===== config.mk =====
export PLATFORM = sky130hd
export DESIGN_NAME = alu_issuer
export DESIGN_NICKNAME = d
export VERILOG_FILES = /design/src/rtl/alu_issuer.sv
export SDC_FILE = /design/constraint.sdc
export NUM_CORES = 1
export LEC_CHECK = 0
export ABC_AREA = 1
export CAP_MARGIN = 20
export CELL_PAD_IN_SITES_DETAIL_PLACEMENT = 0
export CELL_PAD_IN_SITES_GLOBAL_PLACEMENT = 2
export CORE_MARGIN = 4
export CORE_UTILIZATION = 30
export DETAILED_ROUTE_END_ITERATION = 10
export PLACE_DENSITY = 0.91
export SLEW_MARGIN = 10
export SYNTH_ARGS = -nofsm -noshare
export SYNTH_HDL_FRONTEND = slang
export SYNTH_SLANG_ARGS = --single-unit

===== constraint.sdc =====
create_clock -name clk -period 2 [get_ports clk]
set_clock_uncertainty 0.15 [all_clocks]
set_input_delay 0.4 -clock clk [delete_from_list [all_inputs] [get_ports clk]]
set_output_delay 0.4 -clock clk [all_outputs]
set_load 0.1 [all_outputs]

===== src/rtl/alu_issuer.sv =====
// Issues switch operands to a 4-bit ALU on a debounced button press, captures the result after a
// settle window and keeps a small history ring. Optional self-check model: ALU_SELFCHECK_EN.
module alu_issuer #(
  parameter int unsigned SETTLE    = 2,
  parameter int unsigned DB_CYCLES = 4,
  parameter int unsigned DEPTH     = 4
) (
  input  logic                       clk,
  input  logic                       rst_n,
  input  logic [3:0]                 sw_a,
  input  logic [3:0]                 sw_b,
  input  logic [2:0]                 sw_op,
  input  logic                       btn_go,
  input  logic                       btn_clr,
  output logic [3:0]                 alu_a,
  output logic [3:0]                 alu_b,
  output logic [2:0]                 alu_ctrl,
  input  logic [3:0]                 alu_res,
  input  logic                       alu_car,
  input  logic                       alu_of,
  output logic                       busy,
  output logic                       done,
  output logic [3:0]                 res_q,
  output logic [1:0]                 flags_q,
  output logic [$clog2(DEPTH):0]     hist_cnt,
  input  logic [$clog2(DEPTH)-1:0]   hist_sel,
  output logic [5:0]                 hist_out,
  output logic                       err
);

  localparam int unsigned AW  = $clog2(DEPTH);
  localparam int unsigned SCW = $clog2(SETTLE) + 1;
  localparam int unsigned DCW = $clog2(DB_CYCLES) + 1;
  localparam logic [SCW-1:0] SettleLast = SCW'(SETTLE - 1);
  localparam logic [DCW-1:0] DbLast     = DCW'(DB_CYCLES - 1);
  localparam logic [AW:0]    CntFull    = (AW + 1)'(DEPTH);

  localparam logic [1:0] StIdle    = 2'd0;
  localparam logic [1:0] StSettle  = 2'd1;
  localparam logic [1:0] StCapture = 2'd2;
  localparam logic [1:0] StDone    = 2'd3;

  logic           sync1_q, sync2_q, db_lvl_q, db_prev_q;
  logic [DCW-1:0] db_cnt_q;
  logic           go_pulse;

  always_ff @(posedge clk) begin
    if (!rst_n) begin
      sync1_q   <= 1'b0;
      sync2_q   <= 1'b0;
      db_lvl_q  <= 1'b0;
      db_prev_q <= 1'b0;
      db_cnt_q  <= '0;
    end else begin
      sync1_q   <= btn_go;
      sync2_q   <= sync1_q;
      db_prev_q <= db_lvl_q;
      if (sync2_q == db_lvl_q) begin
        db_cnt_q <= '0;
      end else if (db_cnt_q == DbLast) begin
        db_lvl_q <= ~db_lvl_q;
        db_cnt_q <= '0;
      end else begin
        db_cnt_q <= db_cnt_q + 1'b1;
      end
    end
  end

  assign go_pulse = db_lvl_q & ~db_prev_q;

  logic [1:0]     state_q, state_d;
  logic [SCW-1:0] set_cnt_q, set_cnt_d;
  logic [3:0]     alu_a_q, alu_a_d, alu_b_q, alu_b_d, cap_res_q, cap_res_d;
  logic [2:0]     alu_ctrl_q, alu_ctrl_d;
  logic [1:0]     cap_flags_q, cap_flags_d;
  logic [AW:0]    hist_cnt_q, hist_cnt_d;
  logic [AW-1:0]  wptr_q, wptr_d, rd_idx;
  logic [5:0]     ring_q [DEPTH];

  always_comb begin
    state_d     = state_q;
    set_cnt_d   = set_cnt_q;
    alu_a_d     = alu_a_q;
    alu_b_d     = alu_b_q;
    alu_ctrl_d  = alu_ctrl_q;
    cap_res_d   = cap_res_q;
    cap_flags_d = cap_flags_q;
    hist_cnt_d  = hist_cnt_q;
    wptr_d      = wptr_q;
    case (state_q)
      StIdle: begin
        if (btn_clr) begin
          hist_cnt_d  = '0;
          wptr_d      = '0;
          cap_res_d   = '0;
          cap_flags_d = '0;
        end
        if (go_pulse) begin
          alu_a_d    = sw_a;
          alu_b_d    = sw_b;
          alu_ctrl_d = sw_op;
          set_cnt_d  = '0;
          state_d    = StSettle;
        end
      end
      StSettle: begin
        if (set_cnt_q == SettleLast) state_d = StCapture;
        else set_cnt_d = set_cnt_q + 1'b1;
      end
      StCapture: begin
        cap_res_d   = alu_res;
        cap_flags_d = {alu_of, alu_car};
        wptr_d      = wptr_q + 1'b1;
        if (hist_cnt_q != CntFull) hist_cnt_d = hist_cnt_q + 1'b1;
        state_d     = StDone;
      end
      default: state_d = StIdle;
    endcase
  end

  always_ff @(posedge clk) begin
    if (!rst_n) begin
      state_q     <= StIdle;
      set_cnt_q   <= '0;
      alu_a_q     <= '0;
      alu_b_q     <= '0;
      alu_ctrl_q  <= '0;
      cap_res_q   <= '0;
      cap_flags_q <= '0;
      hist_cnt_q  <= '0;
      wptr_q      <= '0;
    end else begin
      state_q     <= state_d;
      set_cnt_q   <= set_cnt_d;
      alu_a_q     <= alu_a_d;
      alu_b_q     <= alu_b_d;
      alu_ctrl_q  <= alu_ctrl_d;
      cap_res_q   <= cap_res_d;
      cap_flags_q <= cap_flags_d;
      hist_cnt_q  <= hist_cnt_d;
      wptr_q      <= wptr_d;
    end
  end

  always_ff @(posedge clk) begin
    if (!rst_n) begin
      for (int i = 0; i < int'(DEPTH); i++) ring_q[i] <= '0;
    end else if (state_q == StCapture) begin
      ring_q[wptr_q] <= {alu_of, alu_car, alu_res};
    end
  end

  // Newest entry sits just behind the write pointer.
  assign rd_idx   = wptr_q - AW'(1) - hist_sel;
  assign hist_out = ({1'b0, hist_sel} < hist_cnt_q) ? ring_q[rd_idx] : 6'd0;

  assign alu_a    = alu_a_q;
  assign alu_b    = alu_b_q;
  assign alu_ctrl = alu_ctrl_q;
  assign res_q    = cap_res_q;
  assign flags_q  = cap_flags_q;
  assign hist_cnt = hist_cnt_q;
  assign busy     = (state_q != StIdle);
  assign done     = (state_q == StDone);

`ifdef ALU_SELFCHECK_EN
  logic [4:0] sum;
  logic [3:0] neg_b, exp_res;
  logic       exp_car, exp_of, err_q;

  always_comb begin
    neg_b   = (~alu_b_q) + 4'd1;
    sum     = '0;
    exp_res = '0;
    exp_car = 1'b0;
    exp_of  = 1'b0;
    case (alu_ctrl_q)
      3'b000, 3'b001: begin
        sum     = {1'b0, alu_a_q} + {1'b0, (alu_ctrl_q[0] ? neg_b : alu_b_q)};
        exp_res = sum[3:0];
        exp_car = sum[4];
        exp_of  = (alu_a_q[3] == alu_b_q[3]) && (sum[3] != alu_a_q[3]);
      end
      3'b010: exp_res = ~alu_a_q;
      3'b011: exp_res = alu_a_q & alu_b_q;
      3'b100: exp_res = alu_a_q | alu_b_q;
      3'b101: exp_res = alu_a_q ^ alu_b_q;
      3'b110: begin
        if (!alu_a_q[3] && alu_b_q[3])      exp_res = 4'd0;
        else if (alu_a_q[3] && !alu_b_q[3]) exp_res = 4'd1;
        else                                exp_res = (alu_a_q < alu_b_q) ? 4'd0 : 4'd1;
      end
      default: exp_res = (alu_a_q == alu_b_q) ? 4'd0 : 4'd1;
    endcase
  end

  always_ff @(posedge clk) begin
    if (!rst_n) begin
      err_q <= 1'b0;
    end else if (state_q == StIdle && btn_clr) begin
      err_q <= 1'b0;
    end else if (state_q == StCapture &&
                 {exp_of, exp_car, exp_res} != {alu_of, alu_car, alu_res}) begin
      err_q <= 1'b1;
    end
  end

  assign err = err_q;
`else
  assign err = 1'b0;
`endif

endmodule


======== After elaboration in Yosys (flattened, before gate mapping) ========
Memory sizes are Yosys's and may differ from the RTL's.
Index checks and enable logic that the tools add are counted.
cells by class
  add/subtract/negate cells ............... 6
  reductions and logical operators ........ 12
  bitwise gates (word level) .............. 5
  magnitude comparators ................... 1
  multiplexer cells ....................... 22
  equality and inequality tests ........... 12
operators with widths
  cell                 number
  $mux 2               6
  $mux 6               2
  $pmux 2 s2           3
  $ne 2x2->1 const B   5
  $pmux 4 s2           1
  $reduce_and 2->1     4
  $add 3x1->3 const B  2
  $mux 3               2
  $pmux 2 s3           1
  $pmux 3 s2           1
  $reduce_and 3->1     2
  $reduce_bool 2->1    3
  $reduce_or 6->1      1
  $mux 1               5
  $add 2x1->2 const B  2
  $eq 2x1->1 const B   2
  $eq 2x2->1 const B   2
  $mux 4               1
  $not 1->1            4
  $eq 3x2->1 const B   1
  $lt 2x3->1           1
  $ne 3x3->1 const B   1
  $reduce_or 3->1      1
  $logic_not 2->1      1
  4 further kinds      4
storage, ports and cells
  register bits after elaboration ......... 33
  bits of input ports ..................... 23
  memories ................................ 1
  output and inout port bits .............. 29
  RAM bits ................................ 24
memory list
  memory  words  width  rd ports  clocked after Yosys merged registers in  write ports  RTL line  text
  ring_q  4      6      1         0                                        4            78        logic [5:0] ring_q [DEPTH];

======== Depth between registers and ports, before layout ========
Gate-level depths: netlist of run 1.
  depth in word-level cells ............... 6
  gate-level depth with buffers ........... 9

======== Worst setup path after synthesis of run 1 ========
No wires, ideal clock.
  kind .................................... reg-to-output
  from .................................... reg hist_cnt_q[1] (netlist: hist_cnt[1])
  to ...................................... out hist_out[0]
  arrival time ............................ 3.117 ns
  buffers on the path ..................... 0
  data required time ...................... 1.450 ns
  setup slack ............................. -1.667 ns
  cell stages (with the launch flop) ...... 6
  cell sequence ........................... dfxtp_1 > inv_1 > ha_1 > a31oi_1 > nand2_1 > nor2_1
between the ends
  longest elaborated chain between the ends .. 2
RTL lines
  item                      RTL line  text
  start: declaration        76        logic [AW:0] hist_cnt_q, hist_cnt_d;
  start signal: assignment  140       hist_cnt_q <= hist_cnt_d;
  $lt 2x3->1                155       assign hist_out = ({1'b0, hist_sel} < hist_cnt_q) ? ring_q[rd_idx] : 6'd0;
  $mux 6                    155
  end: declaration          27        output logic [5:0] hist_out,
No other way between the ends.

======== Worst setup path after layout of run 1 ========
  from .................................... reg wptr_q[0]
  to ...................................... out hist_out[3]
between the ends
  longest elaborated chain between the ends .. 4
RTL lines
  item                      RTL line  text
  start: declaration        77        logic [AW-1:0] wptr_q, wptr_d, rd_idx;
  start signal: assignment  141       wptr_q <= wptr_d;
  $sub 2x1->2               154       assign rd_idx = wptr_q - AW'(1) - hist_sel;
  $sub 2x2->2               154
  $mem_v2 4x6               -
  $mux 6                    155
No other way between the ends.

==> results of run 1 <==
## kinds of logic after synthesis
kind of cell | count (synthesis) | share of synthesized area (%)
other | 1 | 0.139
buffers and inverters | 59 | 9.04
AO/OA/AOI/OAI | 51 | 10.6
flip-flops | 57 | 51.2
adder cells (fa/ha/maj) | 11 | 5.10
AND/OR/NAND/NOR | 154 | 24.0
## power by group through the flow
stage          Sequential (mW)  Combinational, mW  Clock [mW]
2_1_floorplan             1.40              0.702           0
3_3_place_gp              1.35               1.08           0
3_5_place_dp              1.35               1.09           0
4_1_cts                   1.33               1.14        1.20
5_1_grt                   1.34               1.26        1.27
6_report                  1.33               1.16        1.18
## worst min-delay path by stage
stage                 from          end  slack (ps)  cells past startpoint
6_report           sync1_q      sync2_q         270                      2
5_1_grt        db_cnt_q[0]  db_cnt_q[0]         300                      1
4_1_cts            sync1_q      sync2_q         270                      2
3_5_place_dp       sync1_q      sync2_q         250                      2
3_3_place_gp       sync1_q      sync2_q         250                      2
2_1_floorplan      sync1_q      sync2_q         240                      2
## per-stage QoR
| step | instances | hold slack, ps |
|---|---|---|
| 5_1_grt | 522 | 298 |
| 4_1_cts | 521 | 267 |
| 3_3_place_gp | 498 | 253 |
| 2_1_floorplan | 333 | 240 |
| 3_5_place_dp | 498 | 250 |
| 6_report | 522 | 268 |
## worst max-delay path, delay by kind of cell, from the launching register on
kind	cells	cell delay, ps
buf+inv	2	300
simple gates	4	280
compound gates	1	60
fa+ha+maj	1	320
flops	1	360
## layout by cell type, fill, tap and decap left out, types with 4 or more instances in the layout
cell / netlist / layout
clkdlybuf4s50_1: 0 / 20
nand3_1: 25 / 24
buf_4: 2 / 20
nor2_1: 44 / 34
dfxtp_4: 0 / 4
o21ai_1: 1 / 10
nor2_4: 0 / 6
a21oi_1: 26 / 26
inv_1: 49 / 45
buf_12: 0 / 30
nand2_2: 0 / 12
nand2_1: 80 / 67
clkbuf_8: 0 / 12
nor2_2: 0 / 4
dfxtp_1: 33 / 29
edfxtp_1: 24 / 24
nand2_4: 3 / 4
o21ai_2: 2 / 6
ha_1: 11 / 8
## what timing repair did
action	4_1_cts	5_1_grt
pin swaps	21	2
endpoints found under the setup margin	13	19
setup buffers	6	1
resized for setup	30	12
gates cloned	1	0
## cell type report
type / instances / area share, %
timing repair buffer: 74 / 23.7
tap: 108 / 3.23
multi-input combinational: 217 / 29.7
inverter: 50 / 4.60
clock buffer: 14 / 5.14
sequential: 57 / 33.3
clock inverter: 2 / 0.329
## registers in the layout (all words and copies together) (netlist names)
signal	cells
alu_b	4
set_cnt_q	2
db_cnt_q	3
state_q	2
sync1_q	1
res_q	4
ring_q	24
flags_q	2
wptr_q	2
hist_cnt	3
db_prev_q	1
alu_a	4
db_lvl_q	1
alu_ctrl	3
sync2_q	1
## metal layers
layer  global-route usage (%)  routed length, um  vias to the layer above
met2                     22.4               3250                       55
met3                     4.80                344                        7
met1                     16.0               2920                     1046
met4                     2.99                 80                        0
met5                        0                  0                        -
li1                         -                  -                     1218
==> out/metrics.yaml, run 1 <==
ff2ff_path_depth: 8
overflow: 0
syn_nets: 367
synth_top_area_share_pct: 26.7
pin_count: 52
utilization_pct: 48.0
critPathSlowestCell: "dfxtp_4"
hp-class: "reg -> reg"
rows: 34
fill_cells: 813
wirelength_mm: 6.59
worstPathArrival_ps: 1650
tightest_slew_ps: 625
area_growth_pct: 55.1
worstReg2RegEnd: "ring_q[2][3]"
sw_frac_of_total_pct: 34.2
crit_end: "hist_out[3]"
diodes: 0
final.setup.tns_ps: -1200
ys_seq_elements: 57
synth_edf_count: 24
powerDensity_nw_per_um2: 876
start_kind: "flop"
synthTopCellsByArea: "edfxtp_1, dfxtp_1, nand2_1"
cp_slowest_stage_delay_ps: 360
synth_ff_type: "dfxtp_1"
synth_area_per_cell_um2: 8.11
grt_start_max_net_pins: 21
seq_area_um2: 1400
setup_slack_ps: -202
power_frac_seq_pct: 36.2
dp_hpwl_mm: 4.97
clockPowerShare_pct: 32.2
p_comb_share_pct: 31.6
p_total_mw: 3.67
cts_max_level: 3
die_area_um2: 10600
setup.worst_path.class: "reg -> out"
grt_pass1_vias: 2262
rsz0062_at_grt: "true"
viasPerCell: 4.46
maxSlewHeadroom_pct: 58.1
hold_viol_final: 0
critPathCaptureType: "output pin"
rr_startpoint: "state_q[0]"
max_freq_mhz: 454
pre_cts_slack_ps: -504
synth_warnings: 0
numCtsBuffers: 9
maxSlewViolCount: 0
finalSetupViolCount: 6
rrSetupSlack_ps: 200
clk_latency_ps: 340
multi_input_area_um2: 1240
fin_area_um2: 4190
grt_pass1_wl_mm: 10.8
antenna_found_initial: 0
drt_iter0_markers: 77
fin_crit_sh_pct: 110
violations: "negative setup slack"
synth_top_cells_by_count: "nand2_1, inv_1, nor2_1, dfxtp_1, a21oi_1"
p_int_mw: 2.42
drt_pass1_iterations: 4
cp.required_ps: 1450
initial_core_util_pct: 31.0
grtUsageTotal_pct: 13.2
synth.cell_area_um2: 2700
ant_nets: 0
async_flop_share_pct: 0
crit_chain: "ha_4 > buf_6 > nand2_1 > o21ai_1 > nand3_1 > nand2_2 > nor2_4 > buf_12"
place_congestion: 0.808
clk_pin_slew_ps: 70
crit_fanout: 6
dieWidth_um: 103
ir_worst_vdd_v: 0.000976
post_drt_wl_per_cell_um: 12.6
ys_seq_area_share_pct: 51.2
tritoncts: "built"
synth.largest_area_cell: "edfxtp_1"
clk_path_buf_depth: 2
holdBufCountCts: 0
core_um2: 8720
netSwitchingPower_mw: 1.25
final_nets: 443
cts.sinks: 57
leakagePower_nw: 1.70
critPathLaunch: "wptr_q[0]"
status: "complete, but fails checks"
ys_types: 25
cap_violations: 0
syn_inst: 333
post_route_cells_drive_above_1_share_pct: 28.7
drc: 0
vias: 2326
ctsRootBufferMaster: "clkbuf_8"
synth_most_common_cell: "nand2_1"
dieHeight_um: 103
place_area_um2: 3800
portBuffers: 50
fin_crit_ps: 2200
No activity file was read; power rests on OpenSTA's default activity.
==> inputs of run 2 (changes only) <==
GPL_TIMING_DRIVEN = 0   (was default)
==> run 2 against run 1 <==
Compared with the run above:
- the run still ends with negative setup slack left
- fmax fell by 1.1%
- first-iteration DRC count rose by 6.5%
- flip-flop and latch count did not move
- register-to-register slack got worse by 130 ps
- die area did not move
- critical path type is now in -> out
- largest power group unchanged
==> out/metrics.yaml, run 2 (synthesized netlist as in run 1, its figures left out) <==
setup_slack_ps: -227  # -24.6 ps
antenna_found_initial: 0  # unchanged
cap_violations: 0  # unchanged
die_area_um2: 10600  # unchanged
finalNonFillerCells: 512  # -1.9%
top_register: "ring_q"
portBuffers: 50  # unchanged
drt_pass1_iterations: 4  # unchanged
grt_pass1_vias: 2295  # +1.5%
cts_max_level: 3  # unchanged
rows: 34  # unchanged
fin_area_um2: 3950  # -5.7%
fill_cells: 853  # +4.9%
critPathSlowestCell: "dlygate4sd2_1"
most-common-layout-cells: "nand2_1, inv_1, nor2_1, dfxtp_1, a21oi_1"
grt_start_max_net_pins: 11  # -48%
diodes: 0  # unchanged
hp-class: "reg -> reg"
place_area_um2: 3450  # -9.1%
hold_viol_final: 0  # unchanged
maxSlewHeadroom_pct: 62.3  # +4.2 points
fin_crit_sh_pct: 111  # +1.2 points
overflow: 0  # unchanged
post_drt_wl_per_cell_um: 12.8  # +1.5%
cts.sinks: 57  # unchanged
status: "complete, but fails checks"
holdBufCountCts: 0  # unchanged
fin_crit_ps: 2230  # +24.6 ps
clk_path_buf_depth: 2  # unchanged
critPathCaptureType: "output pin"
finalSetupViolCount: 6  # unchanged
dp_hpwl_mm: 4.90  # -1.4%
vias: 2317  # -0.39%
cp.required_ps: 1450  # about the same
powerDensity_nw_per_um2: 893  # +2.0%
grt_pass1_wl_mm: 10.7  # -0.77%
maxSlewViolCount: 0  # unchanged
timing.hold.ws_ps: 266  # -2.93 ps
final.setup.tns_ps: -1300  # -102 ps
drt_iter0_markers: 82  # +6.5%
crit_chain: "dlygate4sd2_1 > ha_4 > a31oi_4 > buf_12 > nand2_2 > nor2_4 > buf_12"
wirelength_mm: 6.56  # -0.45%
tightest_slew_ps: 569  # -56.4 ps
largest_reg_flops: 24  # unchanged
drc: 0  # unchanged
cp_slowest_stage_delay_ps: 300  # -60 ps
ant_nets: 0  # unchanged
clk_pin_slew_ps: 60  # about the same
dieWidth_um: 103  # unchanged
rsz0062_at_grt: "true"
violations: "negative setup slack"
worstPathArrival_ps: 1680  # +30 ps
start_kind: "input port"
tritoncts: "built"
setup.worst_path.class: "in -> out"
area_growth_pct: 46.3
numCtsBuffers: 9  # unchanged
initial_core_util_pct: 31.0  # unchanged
post_route_cells_drive_above_1_share_pct: 29.5  # +0.71 points
core_um2: 8720  # unchanged
crit_path_frequent_cell: "buf_12"
clk_latency_ps: 330  # about the same
leakagePower_nw: 1.56  # -8.4%
utilization_pct: 45.3  # -2.7 points
ir_worst_vdd_v: 0.000959  # -1.8%
grtUsageTotal_pct: 12.9  # -0.25 points
pin_count: 52  # unchanged
layout_commonest_cell: "nand2_1"
final_nets: 433  # -2.3%
dieHeight_um: 103  # unchanged
ctsRootBufferMaster: "clkbuf_8"
placedCellCount: 491  # -1.4%
place_congestion: 0.708  # -12%
viasPerCell: 4.53  # +1.6%
crit_fanout: 6  # unchanged
max_freq_mhz: 449  # -1.1%
## run 2: cell count changes in the layout (fill, tap and decap cells not counted), moves of 3 or more
cell / delta
nand3_1: -3
buf_4: -16
buf_2: +3
clkbuf_1: +3
buf_6: +3
nand3_2: +3
nor2_1: -3
nand2_2: -3
o21ai_2: +5
clkdlybuf4s15_2: +20
nor2_2: +3
o21ai_1: -5
buf_12: -22
## run 2: metrics by stage
step | total power, mW | setup WS, ps
final | 3.53 | -227
after global routing | 3.72 | -326
after CTS | 3.51 | -249
after detailed placement | 2.34 | -1620
after global placement | 2.32 | -1600
after floorplan | 2.10 | -239
## run 2: final timing paths
check	endpoint	start	depth (start not counted)	slack (ps)
worst max-delay path	hist_out[5]	hist_sel[1]	7	-230
worst min-delay path	sync2_q	sync1_q	2	270
worst max register to register	ring_q[2][5]	state_q[0]	6	70
worst min register to register	sync2_q	sync1_q	2	270
## run 2: power by group
part	total (mW)	internal (mW)	switching (mW)
Clock	1.10	0.633	0.467
Sequential	1.32	1.28	0.0419
Combinational	1.11	0.392	0.717
## run 2: area by class of cell
type                       instances  area [um^2]  area share [%]
sequential                        57         1400            35.4
multi-input combinational        217         1300            33.0
timing repair buffer              55          646            16.3
inverter                          50          193            4.88
clock buffer                      13          191            4.84
tap                              108          135            3.42
buffer                             9         66.3            1.68
clock inverter                     3         18.8           0.475
## run 2: routing by layer
layer | part of all wire (%) | up-vias | track usage (%)
met5 | 0 | - | 0
met4 | 0.49 | 0 | 2.99
met3 | 5.4 | 3 | 4.33
met2 | 52 | 45 | 22.8
met1 | 43 | 1064 | 15.2
li1 | - | 1205 | -
## run 2: worst max-delay path: cells and delay by family
kind | cells | cell delay (ps)
buffers and inverters | 3 | 620
AOI/OAI and AO/OA | 1 | 190
adders and majority gates | 1 | 270
and+or+nand+nor | 2 | 180
## run 2: timing repair
item                                    in CTS  in global routing
buffers inserted                             3                  0
cloned                                       2                  0
endpoints found under the setup margin      52                 25
pin swaps                                   21                 16
gates resized for setup                    166                 25
==> inputs of run 3 (changes only) <==
CORE_ASPECT_RATIO = 1.75   (was default)
CORE_MARGIN = default   (was 4)
CTS_CLUSTER_DIAMETER = 80   (was default)
==> run 3 against run 2 <==
Compared with the run above:
- the flow still finishes with violations (negative setup slack)
- via count up 0.47%
- critical path depth unchanged
- fmax up 0.34%
- sequential power about the same
- flip-flop and latch count unchanged
- count of clock-buffer cells in the layout unchanged
- die area down 11%
==> out/metrics.yaml, run 3 (synthesized netlist as in run 1, its figures left out) <==
antenna_found_initial: 0  # unchanged
tritoncts: "built"
hp-class: "reg -> reg"
cp_top_family: "flip-flops"
fin_crit_ps: 2220  # -7.63 ps
post_drt_wl_per_cell_um: 12.4  # -3.5%
fin_crit_sh_pct: 111  # -0.38 points
area_growth_pct: 46.6
crit_fanout: 6  # unchanged
clk_path_buf_depth: 2  # unchanged
rrSetupSlack_ps: -150  # -220 ps
viasPerCell: 4.46  # -1.5%
clk_latency_ps: 330  # about the same
cp_slowest_stage_delay_ps: 350  # +50 ps
critPathCaptureType: "output pin"
overflow: 0  # unchanged
pin_count: 52  # unchanged
dieHeight_um: 128  # +24%
hold_viol_final: 0  # unchanged
whs_endpoint: "sync2_q"
p_total_mw: 3.80  # +7.8%
crit_buf_inv: 2  # -1
rr_startpoint: "state_q[0]"
fin_area_um2: 3960  # +0.16%
vias: 2328  # +0.47%
max_freq_mhz: 451  # +0.34%
largest_reg_flops: 24  # unchanged
drt_pass1_iterations: 5  # +1
ant_nets: 0  # unchanged
final.setup.tns_ps: -2120  # -819 ps
initial_core_util_pct: 30.9  # about the same
ir_worst_vdd_v: 0.000496  # -48%
top_register: "ring_q"
maxSlewViolCount: 0  # unchanged
violations: "negative setup slack"
numCtsBuffers: 9  # unchanged
core_um2: 8730  # about the same
cts.sinks: 57  # unchanged
powerDensity_nw_per_um2: 961  # +7.6%
layout_commonest_cell: "nand2_1"
die_area_um2: 9400  # -11%
rsz0062_at_grt: "true"
drt_iter0_markers: 54  # -34%
crit_chain: "ha_4 > buf_6 > o21ai_1 > nand3_2 > nand2_2 > nor2_4 > buf_12"
final_nets: 434  # +0.23%
ff2ff_path_depth: 4  # -2
grt_pass1_vias: 2271  # -1.0%
start_kind: "flop"
cts_max_level: 3  # unchanged
diodes: 0  # unchanged
critPathSlowestCell: "dfxtp_4"
cap_violations: 0  # unchanged
leakagePower_nw: 1.57  # +0.99%
worstReg2RegEnd: "ring_q[3][2]"
worstHoldPathCells: 2  # unchanged
finalSetupViolCount: 12  # +6
dp_hpwl_mm: 4.96  # +1.1%
grtUsageTotal_pct: 15.3  # +2.4 points
status: "complete, but fails checks"
tightest_slew_ps: 899  # +330 ps
portBuffers: 50  # unchanged
setup.worst_path.class: "reg -> out"
holdBufCountCts: 0  # unchanged
grt_pass1_wl_mm: 10.6  # -0.39%
place_congestion: 0.799  # +13%
maxSlewHeadroom_pct: 39.5  # -23 points
setup_slack_ps: -219  # +7.63 ps
clk_pin_slew_ps: 50  # about the same
place_area_um2: 3460  # +0.33%
ctsRootBufferMaster: "clkbuf_16"
wirelength_mm: 6.46  # -1.6%
dieWidth_um: 73.7  # -28%
worstPathArrival_ps: 1670  # about the same
worstHoldStart: "sync1_q"
drc: 0  # unchanged
cp.required_ps: 1450  # about the same
grt_start_max_net_pins: 11  # unchanged
post_route_cells_drive_above_1_share_pct: 26.4  # -3.0 points
timing.hold.ws_ps: 261  # -4.00 ps
most-common-layout-cells: "nand2_1, inv_1, nor2_1, dfxtp_1, a21oi_1"
rows: 45  # +32%
==> run 3: what timing repair did <==
item	4_1_cts	5_1_grt
gates cloned	1	0
resized for setup	159	13
buffers inserted	4	1
setup endpoints to repair	52	20
pin swaps	17	7
==> run 3: cell type report <==
| cell class | count | area (um^2) |
|---|---|---|
| buffer | 9 | 66.3 |
| clock buffer | 13 | 260 |
| clock inverter | 3 | 16.3 |
| fill | 878 | 4770 |
| inverter | 50 | 193 |
| multi-input combinational | 217 | 1250 |
| sequential | 57 | 1400 |
| tap | 117 | 146 |
| timing repair buffer | 56 | 632 |
==> run 3: power breakdown <==
part | switching [mW] | total, mW | leakage, nW | internal [mW]
clock network | 0.493 | 1.39 | 0.140 | 0.899
registers | 0.0421 | 1.32 | 0.518 | 1.28
logic | 0.711 | 1.09 | 0.914 | 0.378
==> run 3: how the worst max path moves through the flow <==
| stage | start | to | cells after the start |
|---|---|---|---|
| 6_report | wptr_q[0] | hist_out[0] | 7 |
| 5_1_grt | wptr_q[1] | hist_out[3] | 8 |
| 4_1_cts | wptr_q[0] | hist_out[1] | 8 |
| 3_5_place_dp | hist_sel[0] | hist_out[4] | 9 |
| 3_3_place_gp | hist_sel[0] | hist_out[4] | 9 |
| 2_1_floorplan | hist_cnt[1] | hist_out[0] | 7 |
==> run 3: through the flow <==
| step | instances | utilization, % | setup slack (ps) |
|---|---|---|---|
| 6_report | 522 | 45.3 | -219 |
| 3_3_place_gp | 500 | 39.7 | -1620 |
| 2_1_floorplan | 333 | - | -239 |
| 4_1_cts | 521 | 44.9 | -245 |
| 3_5_place_dp | 500 | 39.7 | -1640 |
| 5_1_grt | 522 | 45.3 | -283 |
==> run 3: worst min-delay path: stages, from the launching register on <==
cell     delay (ps)
dfxtp_1         300
nand2_1          50
inv_1            40
==> run 3: routing by layer <==
layer,GRT usage (%),up-vias,part of all wire (%)
met5,0,-,0
met4,8.26,0,2.6
met3,3.55,13,3.9
met2,29.3,54,59
met1,14.1,1059,34
li1,-,1202,-
